## src/rtl/cdc_hs_tx.sv

```systemverilog
// -----------------------------------------------------------------------------
// cdc_hs_tx
//   Source-domain (clkA) end of a four-phase req/ack handshake that moves one
//   multi-bit word into another clock domain. A word taken from a valid/ready
//   source is held stable on tx_data while tx_req is raised. The returning
//   rx_ack is synchronised into clkA, and the handshake is sequenced through
//   req-high / ack-high / req-low / ack-low before the next word is taken.
//
// Ports
//   clkA       in   1           clock for this block
//   rstA       in   1           synchronous, active-high reset
//   src_valid  in   1           source offers src_data
//   src_data   in   DATA_WIDTH  word to transfer
//   src_ready  out  1           block accepts a word at the next edge
//   tx_req     out  1           request to the destination domain (registered)
//   tx_data    out  DATA_WIDTH  held word to the destination domain (registered)
//   rx_ack     in   1           acknowledge from the destination, async to clkA
//   done       out  1           one-cycle pulse when a handshake completes
//   busy       out  1           high whenever a transfer is in flight
// -----------------------------------------------------------------------------
module cdc_hs_tx #(
  parameter int DATA_WIDTH  = 8,
  parameter int SYNC_STAGES = 2
) (
  input  logic                  clkA,
  input  logic                  rstA,
  input  logic                  src_valid,
  input  logic [DATA_WIDTH-1:0] src_data,
  output logic                  src_ready,
  output logic                  tx_req,
  output logic [DATA_WIDTH-1:0] tx_data,
  input  logic                  rx_ack,
  output logic                  done,
  output logic                  busy
);

  typedef enum logic [1:0] {
    S_IDLE    = 2'd0,
    S_REQ     = 2'd1,
    S_RELEASE = 2'd2
  } state_t;

  state_t                 state;
  state_t                 state_next;
  logic                   req_next;
  logic                   done_next;
  logic                   load;
  logic [SYNC_STAGES-1:0] ack_sync;
  logic                   ack_s;

  // ---------------------------------------------------------------------------
  // rx_ack synchroniser: a plain flop chain with nothing between stages, so
  // the first stage is the only flop that can go metastable. ack_s is the
  // sole consumer of rx_ack anywhere in this block.
  // ---------------------------------------------------------------------------
  always_ff @(posedge clkA) begin
    // NOTE: sequential state is always assigned with <= so every flop samples
    // the pre-edge value of its neighbours; with = the chain would collapse.
    if (rstA) begin
      ack_sync <= '0;
    end else begin
      ack_sync <= {ack_sync[SYNC_STAGES-2:0], rx_ack};
    end
  end

  assign ack_s = ack_sync[SYNC_STAGES-1];

  // ---------------------------------------------------------------------------
  // State register, together with the registered handshake outputs.
  // ---------------------------------------------------------------------------
  always_ff @(posedge clkA) begin
    if (rstA) begin
      state   <= S_IDLE;
      tx_req  <= 1'b0;
      tx_data <= '0;
      done    <= 1'b0;
    end else begin
      state  <= state_next;
      tx_req <= req_next;
      done   <= done_next;
      // tx_data moves only on an accept, so it stays stable across the whole
      // req-high / ack-high window seen by the destination.
      if (load) begin
        tx_data <= src_data;
      end
    end
  end

  // ---------------------------------------------------------------------------
  // Next-state logic.
  // ---------------------------------------------------------------------------
  always_comb begin
    // NOTE: every signal gets a default before the case so that no path leaves
    // it unassigned; an unassigned path in always_comb infers a latch.
    state_next = state;
    req_next   = tx_req;
    done_next  = 1'b0;
    load       = 1'b0;

    case (state)
      S_IDLE: begin
        // src_ready already folds in !ack_s, so a stale acknowledge from a
        // previous transfer (or a reset mid-transfer) blocks the accept.
        if (src_valid && src_ready) begin
          load       = 1'b1;
          req_next   = 1'b1;
          state_next = S_REQ;
        end
      end
      S_REQ: begin
        // An ack that drops before ack_s ever rose is not seen here; we wait
        // for the rising level and nothing else.
        if (ack_s) begin
          req_next   = 1'b0;
          state_next = S_RELEASE;
        end
      end
      S_RELEASE: begin
        if (!ack_s) begin
          done_next  = 1'b1;
          state_next = S_IDLE;
        end
      end
      default: begin
        req_next   = 1'b0;
        state_next = S_IDLE;
      end
    endcase
  end

  // ---------------------------------------------------------------------------
  // Outputs decoded from registers only; src_ready never looks at src_valid,
  // so no combinational path exists from the source back to itself.
  // ---------------------------------------------------------------------------
  always_comb begin
    src_ready = (state == S_IDLE) && !ack_s;
    busy      = (state != S_IDLE);
  end

endmodule

```

## config.mk

```make
export PLATFORM = sky130hd
export DESIGN_NAME = cdc_hs_tx
export DESIGN_NICKNAME = d
export VERILOG_FILES = /design/src/rtl/cdc_hs_tx.sv
export SDC_FILE = /design/constraint.sdc
export NUM_CORES = 1
export LEC_CHECK = 0
export ABC_AREA = 0
export BUFFER_PORTS_ARGS = -buffer_cell sky130_fd_sc_hd__buf_2
export CAP_MARGIN = 40
export CORE_MARGIN = 3
export CORE_UTILIZATION = 40
export CTS_BUF_LIST = sky130_fd_sc_hd__clkbuf_4
export DETAILED_ROUTE_END_ITERATION = 16
export PLACE_DENSITY = 0.68
export SYNTH_ARGS = -nofsm -noshare
export SYNTH_HDL_FRONTEND = slang
export SYNTH_SLANG_ARGS = --single-unit
```

## constraint.sdc

```tcl
create_clock -name clkA -period 1.4 [get_ports clkA]
set_input_delay 0.14 -clock clkA [delete_from_list [all_inputs] [get_ports clkA]]
set_output_delay 0.14 -clock clkA [all_outputs]
set_load 0.01 [all_outputs]
```

==> results of run 1 <==
## state kept, by name (all words and copies together) (netlist names)
signal / cells
state: 2
tx_req: 1
tx_data: 8
done: 1
ack_sync: 2
## power groups by stage
stage / clock [mW] / sequential, mW / combinational [mW]
after floorplan: 0 / 0.455 / 0.0701
after global placement: 0 / 0.446 / 0.123
after detailed placement: 0 / 0.447 / 0.123
after CTS: 0.234 / 0.438 / 0.124
after global routing: 0.246 / 0.441 / 0.134
final: 0.225 / 0.437 / 0.121
## path summary, 6_finish.rpt
kind / from / depth (start not counted) / endpoint / slack [ps]
worst max-delay path: state[0]$_SDFFE_PP0P_ / 3 / src_ready / 90
worst min-delay path: rx_ack / 2 / ack_sync[0]$_SDFF_PP0_ / 70
worst max register to register: state[0]$_SDFFE_PP0P_ / 3 / tx_req$_SDFFE_PP0P_ / 260
worst min register to register: ack_sync[0]$_SDFF_PP0_ / 1 / ack_sync[1]$_SDFF_PP0_ / 440
## cell type report
type	instances	area share
Timing Repair Buffer	24	0.1690
Tap cell	15	0.02586
Clock buffer	3	0.03103
Inverter	1	0.005172
Multi-Input combinational cell	37	0.3828
Sequential cell	14	0.3862
## metal layers
layer / track usage / up-vias / wire (um)
met2: 0.1570 / 12 / 444
li1: - / 229 / -
met5: 0 / - / 0
met4: 0.1084 / 0 / 12
met1: 0.1511 / 187 / 457
met3: 0.04878 / 2 / 70
## cell usage in the layout (no fill, tap or decap), types with 2 or more instances in the layout
cell type | Yosys | layout
buf_2 | 0 | 23
nor2b_1 | 2 | 2
nor2_1 | 2 | 2
nand2b_1 | 16 | 16
dfxtp_1 | 14 | 14
clkbuf_4 | 0 | 3
mux2i_1 | 8 | 8
## synthesized netlist by cell type (2+ instances only)
cell,n,share of area
nand2b_1,16,0.17
dfxtp_1,14,0.48
mux2i_1,8,0.14
clkbuf_1,2,0.013
nor2_1,2,0.013
nor2b_1,2,0.022
## kinds of logic (layout without fill, tap and decap cells)
logic type	after synthesis	in the layout	synth area share
xor+xnor	1	1	0.01509
mux	8	8	0.1379
simple gates	27	27	0.3082
compound gates	1	1	0.01724
flops	14	14	0.4828
buf+inv	4	28	0.03879
## through the flow
step	cell area, um2	power [mW]	hold WS (ps)
finish	725.7	0.7839	68.99
floorplan	580.6	0.5252	268.2
global route	725.7	0.8216	71.29
detailed placement	703.2	0.5697	351.6
CTS	725.7	0.7950	59.63
global placement	703.2	0.5690	349.7
## worst max-delay path, stage by stage, from the launching register on
cell     delay, ps
dfxtp_1        370
or2_2          320
nor2_1          80
buf_2          130
==> impl_metrics.tcl, run 1 <==
set metrics [dict create \
    vias 430 \
    grt_overflow 0 \
    root_buffer "clkbuf_4" \
    ys_types 17 \
    setup_violations 0 \
    diodes 0 \
    drive_gt1_frac 0.3924 \
    end_kind "output pin" \
    p_clk_frac 0.287 \
    core_um2 1334 \
    ctsResizeCount 0 \
    min_period_over_period 0.9324 \
    fin_nets 93 \
    die_w_um 44.10 \
    clkLatencyLatePin_ps 270 \
    io_pins 24 \
    wl_per_cell_um 10.47 \
    clk_pin_slew_ps 80 \
    pre_cts_slack_ps 267.6 \
    drc 0 \
    ys_ff_latch 14 \
    ys_seq_area_frac 0.4828 \
    cp_data_required_time_ps 1260 \
    drt_iter0_markers 2 \
    seq_area_um2 280.3 \
    power_per_cell_area_nw_per_um2 1080 \
    die_area_um2 1944 \
    grt_use_total 0.1212 \
    yosysWarnings 0 \
    grt_pass1_wl_mm 1.628 \
    syn_avg_cell_area_um2 10.56 \
    setup_slack_ps 94.66 \
    synth_edf_count 0 \
    dpl.hpwl_um 703 \
    p_comb_frac 0.155 \
    power.share.sequential 0.558 \
    areaGrowthSynthToFinish_pct 25.00 \
    cp.arrival_ps 1170 \
    tightest_slew_ps 260.2 \
    drv_slew 0 \
    die_h_um 44.10 \
    first_pass_iters 2 \
    status "completed" \
    initial_core_util 0.4353 \
    viasPerCell 4.574 \
    crit_type "reg -> out" \
    rows 13 \
    ir_drop_v 0.0005435 \
    gp_congestion 0.6594 \
    synthesis.nets 67 \
    p_leak_nw 0.3497 \
    cts_tree "built" \
    cts_max_level 1 \
    p_sw_frac 0.2485 \
    ys.flop_type "dfxtp_1" \
    path_max_fanout 6 \
    numClockSinks 14 \
    min_period_ps 1305 \
    clk_path_buf_depth 2 \
    grt_max_degree 22 \
    async_reset_ff_frac 0 \
    postCtsSetupRepairBufs 0 \
    rsz0062_at_grt "no" \
    antenna_found_initial 0 \
    syn_area_um2 580.6 \
    cap_violations 0 \
    grt_pass1_vias 361 \
    place_inst 91 \
    fmaxAchievable_ghz 0.7661 \
    hold_viol_final 0 \
    skew_ps 2.556 \
    num-fill-cells 126 \
    multi_input_area_um2 277.8 \
    finalSetupTns_ps 0 \
    cts_buffers 3 \
    portBuffers 23 \
    setup.worst_path.start_class "flop" \
    drt_wl_total_um 984 \
    cts_hold_buf 0 \
    syn-instance-count 55 \
    p_int_mw 0.5891 \
    fin_cells 94 \
    post-route-util 0.5441 \
    max_slew_margin 0.8241 \
    switchingPower_mw 0.1948 \
    hold_class "in -> reg" \
    ant_nets 0 \
]
Note: power is estimated with default switching activity, not from simulation.
==> run 2: changes to the inputs <==
PLACE_DENSITY = not set   (was 0.68)
PLACE_DENSITY_LB_ADDON = 0.1   (was not set)
clock period = 1.15 ns   (was 1.4 ns; I/O delays follow)
==> run 2 against run 1 <==
  * The flow now finishes with violations (negative setup slack)
  * Via count rose by 4.4%
  * Clock-buffer cell count did not move
  * Setup slack got worse by 110 ps
  * Clock skew rose by 1.3 ps
  * Non-clock buffer count rose by 3
  * Sequential power rose by 22%
  * Final area rose by 3.8%
  * Register-to-register slack got worse by 250 ps
  * Core utilization rose by 2.1 points
  * First-iteration DRC count rose to 3.0 times the previous value
==> impl_metrics.tcl, run 2 (synthesized netlist as in run 1, its figures left out) <==
set metrics [dict create \
    status "finished, violations left" \
    violations "negative setup slack" \
    die_area_um2 1944 \
    drv_slew 0 \
    cts_max_level 1 \
    setup_slack_ps -16.85 \
    antenna_found_initial 0 \
    crit_path_cell_trace "or2_4 -> nor2_1 -> buf_2" \
    first_pass_iters 2 \
    vias 449 \
    setup_violations 1 \
    cts_tree "built" \
    clkLatencyLatePin_ps 270 \
    cp.arrival_ps 1050 \
    place_area_um2 725.7 \
    finalSetupTns_ps -16.85 \
    portBuffers 23 \
    diodes 0 \
    fmaxAchievable_ghz 0.8570 \
    path_max_fanout 4 \
    rsz0062_at_grt "yes" \
    stdcell_area_um2 753.2 \
    place_inst 94 \
    viasPerCell 4.629 \
    cp_data_required_time_ps 1030 \
    power_per_cell_area_nw_per_um2 1267 \
    wl_per_cell_um 10.10 \
    areaGrowthSynthToFinish_pct 29.74 \
    clk_pin_slew_ps 80 \
    ir_drop_v 0.0007359 \
    top_regs "tx_data (8), ack_sync (2), state (2)" \
    cts_buffers 3 \
    fin_nets 96 \
    cts_hold_buf 0 \
    drc 0 \
    fin_cells 97 \
    drt_iter0_markers 6 \
    grt_pass1_vias 394 \
    crit_type "reg -> out" \
    drt_wl_total_um 980 \
    numClockSinks 14 \
    skew_ps 3.820 \
    largest_reg_flops 8 \
    fin_hold_ws_ps 57.87 \
    p_leak_nw 0.3654 \
    hold_class "in -> reg" \
    final_common_cell "buf_2" \
    grt_max_degree 22 \
    cp_slowest_cell "dfxtp_2" \
    hold_viol_final 0 \
    tightest_slew_ps 273.6 \
    die_w_um 44.10 \
    core_um2 1334 \
    most-common-layout-cells "buf_2, nand2b_1, dfxtp_1" \
    initial_core_util 0.4353 \
    clk_path_buf_depth 2 \
    postCtsSetupRepairBufs 0 \
    pre_cts_slack_ps -7.528 \
    dpl.hpwl_um 750.1 \
    setup.worst_path.start_class "flop" \
    cp_slowest_stage_delay_ps 340 \
    power.total_mw 0.9541 \
    gp_congestion 0.8439 \
    top_register "tx_data" \
    end_kind "output pin" \
    grt_pass1_wl_mm 1.566 \
    grt_use_total 0.1061 \
    min_period_over_period 1.015 \
    drive_gt1_frac 0.4390 \
    grt_overflow 0 \
    cap_violations 0 \
    ant_nets 0 \
    die_h_um 44.10 \
    root_buffer "clkbuf_4" \
    io_pins 24 \
    min_period_ps 1167 \
    rows 13 \
    post-route-util 0.5647 \
    max_slew_margin 0.8171 \
]
[run 2: changes by cell type in the layout (fill, tap and decap cells not counted), sizes merged]
cell / change
buf: +3
[run 2: what timing repair did]
item | in CTS | in global routing
gates resized for setup | 3 | 0
hold endpoints to repair | 0 | 0
endpoints found under the setup margin | 9 | 9
[run 2: area by class of cell]
type,count,area (um2)
clock buffers,3,22.52
fillers,134,580.6
inverters,1,3.754
multi-input cells,37,280.3
flip-flops and latches,14,282.8
well taps,15,18.77
repair buffers,27,145.1
[run 2: final timing paths]
check                                       startpoint                      end  slack [ps]  depth (start not counted)
worst max-delay path             state[0]$_SDFFE_PP0P_                src_ready         -20                          3
worst max register to register   state[0]$_SDFFE_PP0P_  tx_data[4]$_SDFFE_PP0P_          10                          3
worst min-delay path                            rx_ack   ack_sync[0]$_SDFF_PP0_          60                          2
worst min register to register  ack_sync[0]$_SDFF_PP0_   ack_sync[1]$_SDFF_PP0_         440                          1
[run 2: critical path: cells and delay by family (launching register included)]
kind	cells	cell delay, ps
flip-flops	1	340
AND/OR/NAND/NOR	2	310
buffers and inverters	1	130
[run 2: metal layers]
metal | GRT usage | routed length, um
met1 | 0.1360 | 474
met2 | 0.1657 | 412
met3 | 0.03659 | 93
met4 | 0.03614 | 0
met5 | 0 | 0
[run 2: power by group]
group,leakage [nW],switching (mW),internal (mW)
Combinational,0.236,0.0711,0.0918
Clock,0.0138,0.139,0.121
Sequential,0.116,0.0165,0.515
==> run 3: changes to the inputs <==
clock period = 1.3 ns   (was 1.15 ns; I/O delays follow)
==> run 3 against run 2 <==
  * The flow now finishes without violations
  * Sequential power shrank 11%
  * Non-clock buffer count down 1
  * Critical path type unchanged
  * Via count down 2.9%
  * Core utilization is 0.19 points lower
  * Worst hold slack gained 8.8 ps
  * Clock-buffer cell count did not move
  * Clock skew decreased by 2.8 ps
==> impl_metrics.tcl, run 3 (synthesized netlist as in run 1, its figures left out) <==
set metrics [dict create \
    cts_max_level 1 \
    portBuffers 23 \
    core_um2 1334 \
    die_w_um 44.10 \
    grt_pass1_vias 397 \
    initial_core_util 0.4353 \
    cp_top_family "flip-flops" \
    clk_pin_slew_ps 80 \
    diodes 0 \
    cp_num_buf_inv 1 \
    path_max_fanout 6 \
    vias 436 \
    postCtsSetupRepairBufs 0 \
    skew_ps 1.058 \
    fin_nets 95 \
    hold_class "in -> reg" \
    setup_violations 0 \
    antenna_found_initial 0 \
    post-route-util 0.5629 \
    cp_slowest_stage_delay_ps 370 \
    hold_viol_final 0 \
    numClockSinks 14 \
    final_common_cell "buf_2" \
    clkLatencyLatePin_ps 270 \
    cts_tree "built" \
    die_h_um 44.10 \
    grt_use_total 0.1208 \
    ir_drop_v 0.0004989 \
    root_buffer "clkbuf_4" \
    tightest_slew_ps 293.4 \
    crit_type "reg -> out" \
    cp_slowest_cell "dfxtp_4" \
    crit_path_cell_trace "or2_4 -> nor2_2 -> buf_2" \
    drv_slew 0 \
    areaGrowthSynthToFinish_pct 29.31 \
    drive_gt1_frac 0.4444 \
    startpoint "state[0]$_SDFFE_PP0P_" \
    cap_violations 0 \
    first_pass_iters 3 \
    top_regs "tx_data (8), ack_sync (2), state (2)" \
    fmaxAchievable_ghz 0.8109 \
    ant_nets 0 \
    die_area_um2 1944 \
    max_slew_margin 0.8017 \
    setup.worst_path.start_class "flop" \
    grt_overflow 0 \
    cp.arrival_ps 1100 \
    viasPerCell 4.542 \
    drt_wl_total_mm 1.030 \
    finalSetupTns_ps 0 \
    drc 0 \
    r2r_start "state[0]$_SDFFE_PP0P_" \
    status "completed" \
    grt_max_degree 22 \
    p_leak_nw 0.3608 \
    gp_congestion 0.7029 \
    min_period_over_period 0.9487 \
    clk_path_buf_depth 2 \
    grt_pass1_wl_mm 1.731 \
    io_pins 24 \
    cts_buffers 3 \
    cts_hold_buf 0 \
    rows 13 \
    cp_data_required_time_ps 1170 \
    min_period_ps 1233 \
    end_kind "output pin" \
    drt_iter0_markers 5 \
    wl_per_cell_um 10.73 \
    worstHoldStart "rx_ack" \
    power_per_cell_area_nw_per_um2 1126 \
    most-common-layout-cells "buf_2, nand2b_1, dfxtp_1" \
    rsz0062_at_grt "no" \
    top_register "tx_data" \
    largest_reg_flops 8 \
]
-- run 3: changes by cell type in the layout (fill, tap and decap cells not counted) --
cell	previous run	this run
nor2_1	2	1
nor2_2	0	1
buf_4	4	3
dfxtp_4	0	1
dfxtp_2	2	1
-- run 3: per-layer routing --
| layer | part of all wire | GRT usage |
|---|---|---|
| met1 | 0.48 | 0.1671 |
| met2 | 0.44 | 0.1715 |
| met3 | 0.083 | 0.03659 |
| met4 | 0 | 0.05422 |
| met5 | 0 | 0 |
-- run 3: final cells by class --
type | count | area, um2
Clock buffer | 3 | 22.52
Timing Repair Buffer | 26 | 137.6
Tap cell | 15 | 18.77
Fill cell | 117 | 583.1
Sequential cell | 14 | 285.3
Inverter | 1 | 3.754
Multi-Input combinational cell | 37 | 282.8
-- run 3: final timing paths --
check	to	slack, ps	cells after the start
setup / recovery	src_ready	70	3
hold reg to reg	ack_sync[1]$_SDFF_PP0_	450	1
hold / removal	ack_sync[0]$_SDFF_PP0_	70	2
setup reg to reg	tx_data[3]$_SDFFE_PP0P_	160	3
-- run 3: stage by stage --
step / cell area (um2) / power [mW] / setup WS [ps] / cells / hold slack [ps]
floorplan: 580.6 / 0.5656 / 252.2 / 55 / 258.2
global placement: 718.2 / 0.6197 / 165.5 / 93 / 340.1
detailed placement: 718.2 / 0.6204 / 124.9 / 93 / 346.4
CTS: 742.0 / 0.8624 / 15.75 / 96 / 58.44
global route: 750.7 / 0.9047 / 11.50 / 96 / 77.83
finish: 750.7 / 0.8457 / 66.74 / 96 / 66.65
-- run 3: worst reg2reg max path, cell delays in order (launching register included) --
cell and delay [ps]:
dfxtp_4 370, nor4b_2 310, buf_4 210, mux2i_1 180
-- run 3: what timing repair did --
action,in CTS,in global routing
gates resized for setup,1,4
endpoints found under the hold margin,0,0
pin swaps,0,1
endpoints found under the setup margin,1,1
-- run 3: where the power goes --
part           internal, mW  switching [mW]  leakage [nW]
Combinational        0.0792          0.0607         0.231
Sequential            0.455          0.0167         0.116
Clock                 0.107           0.127        0.0138
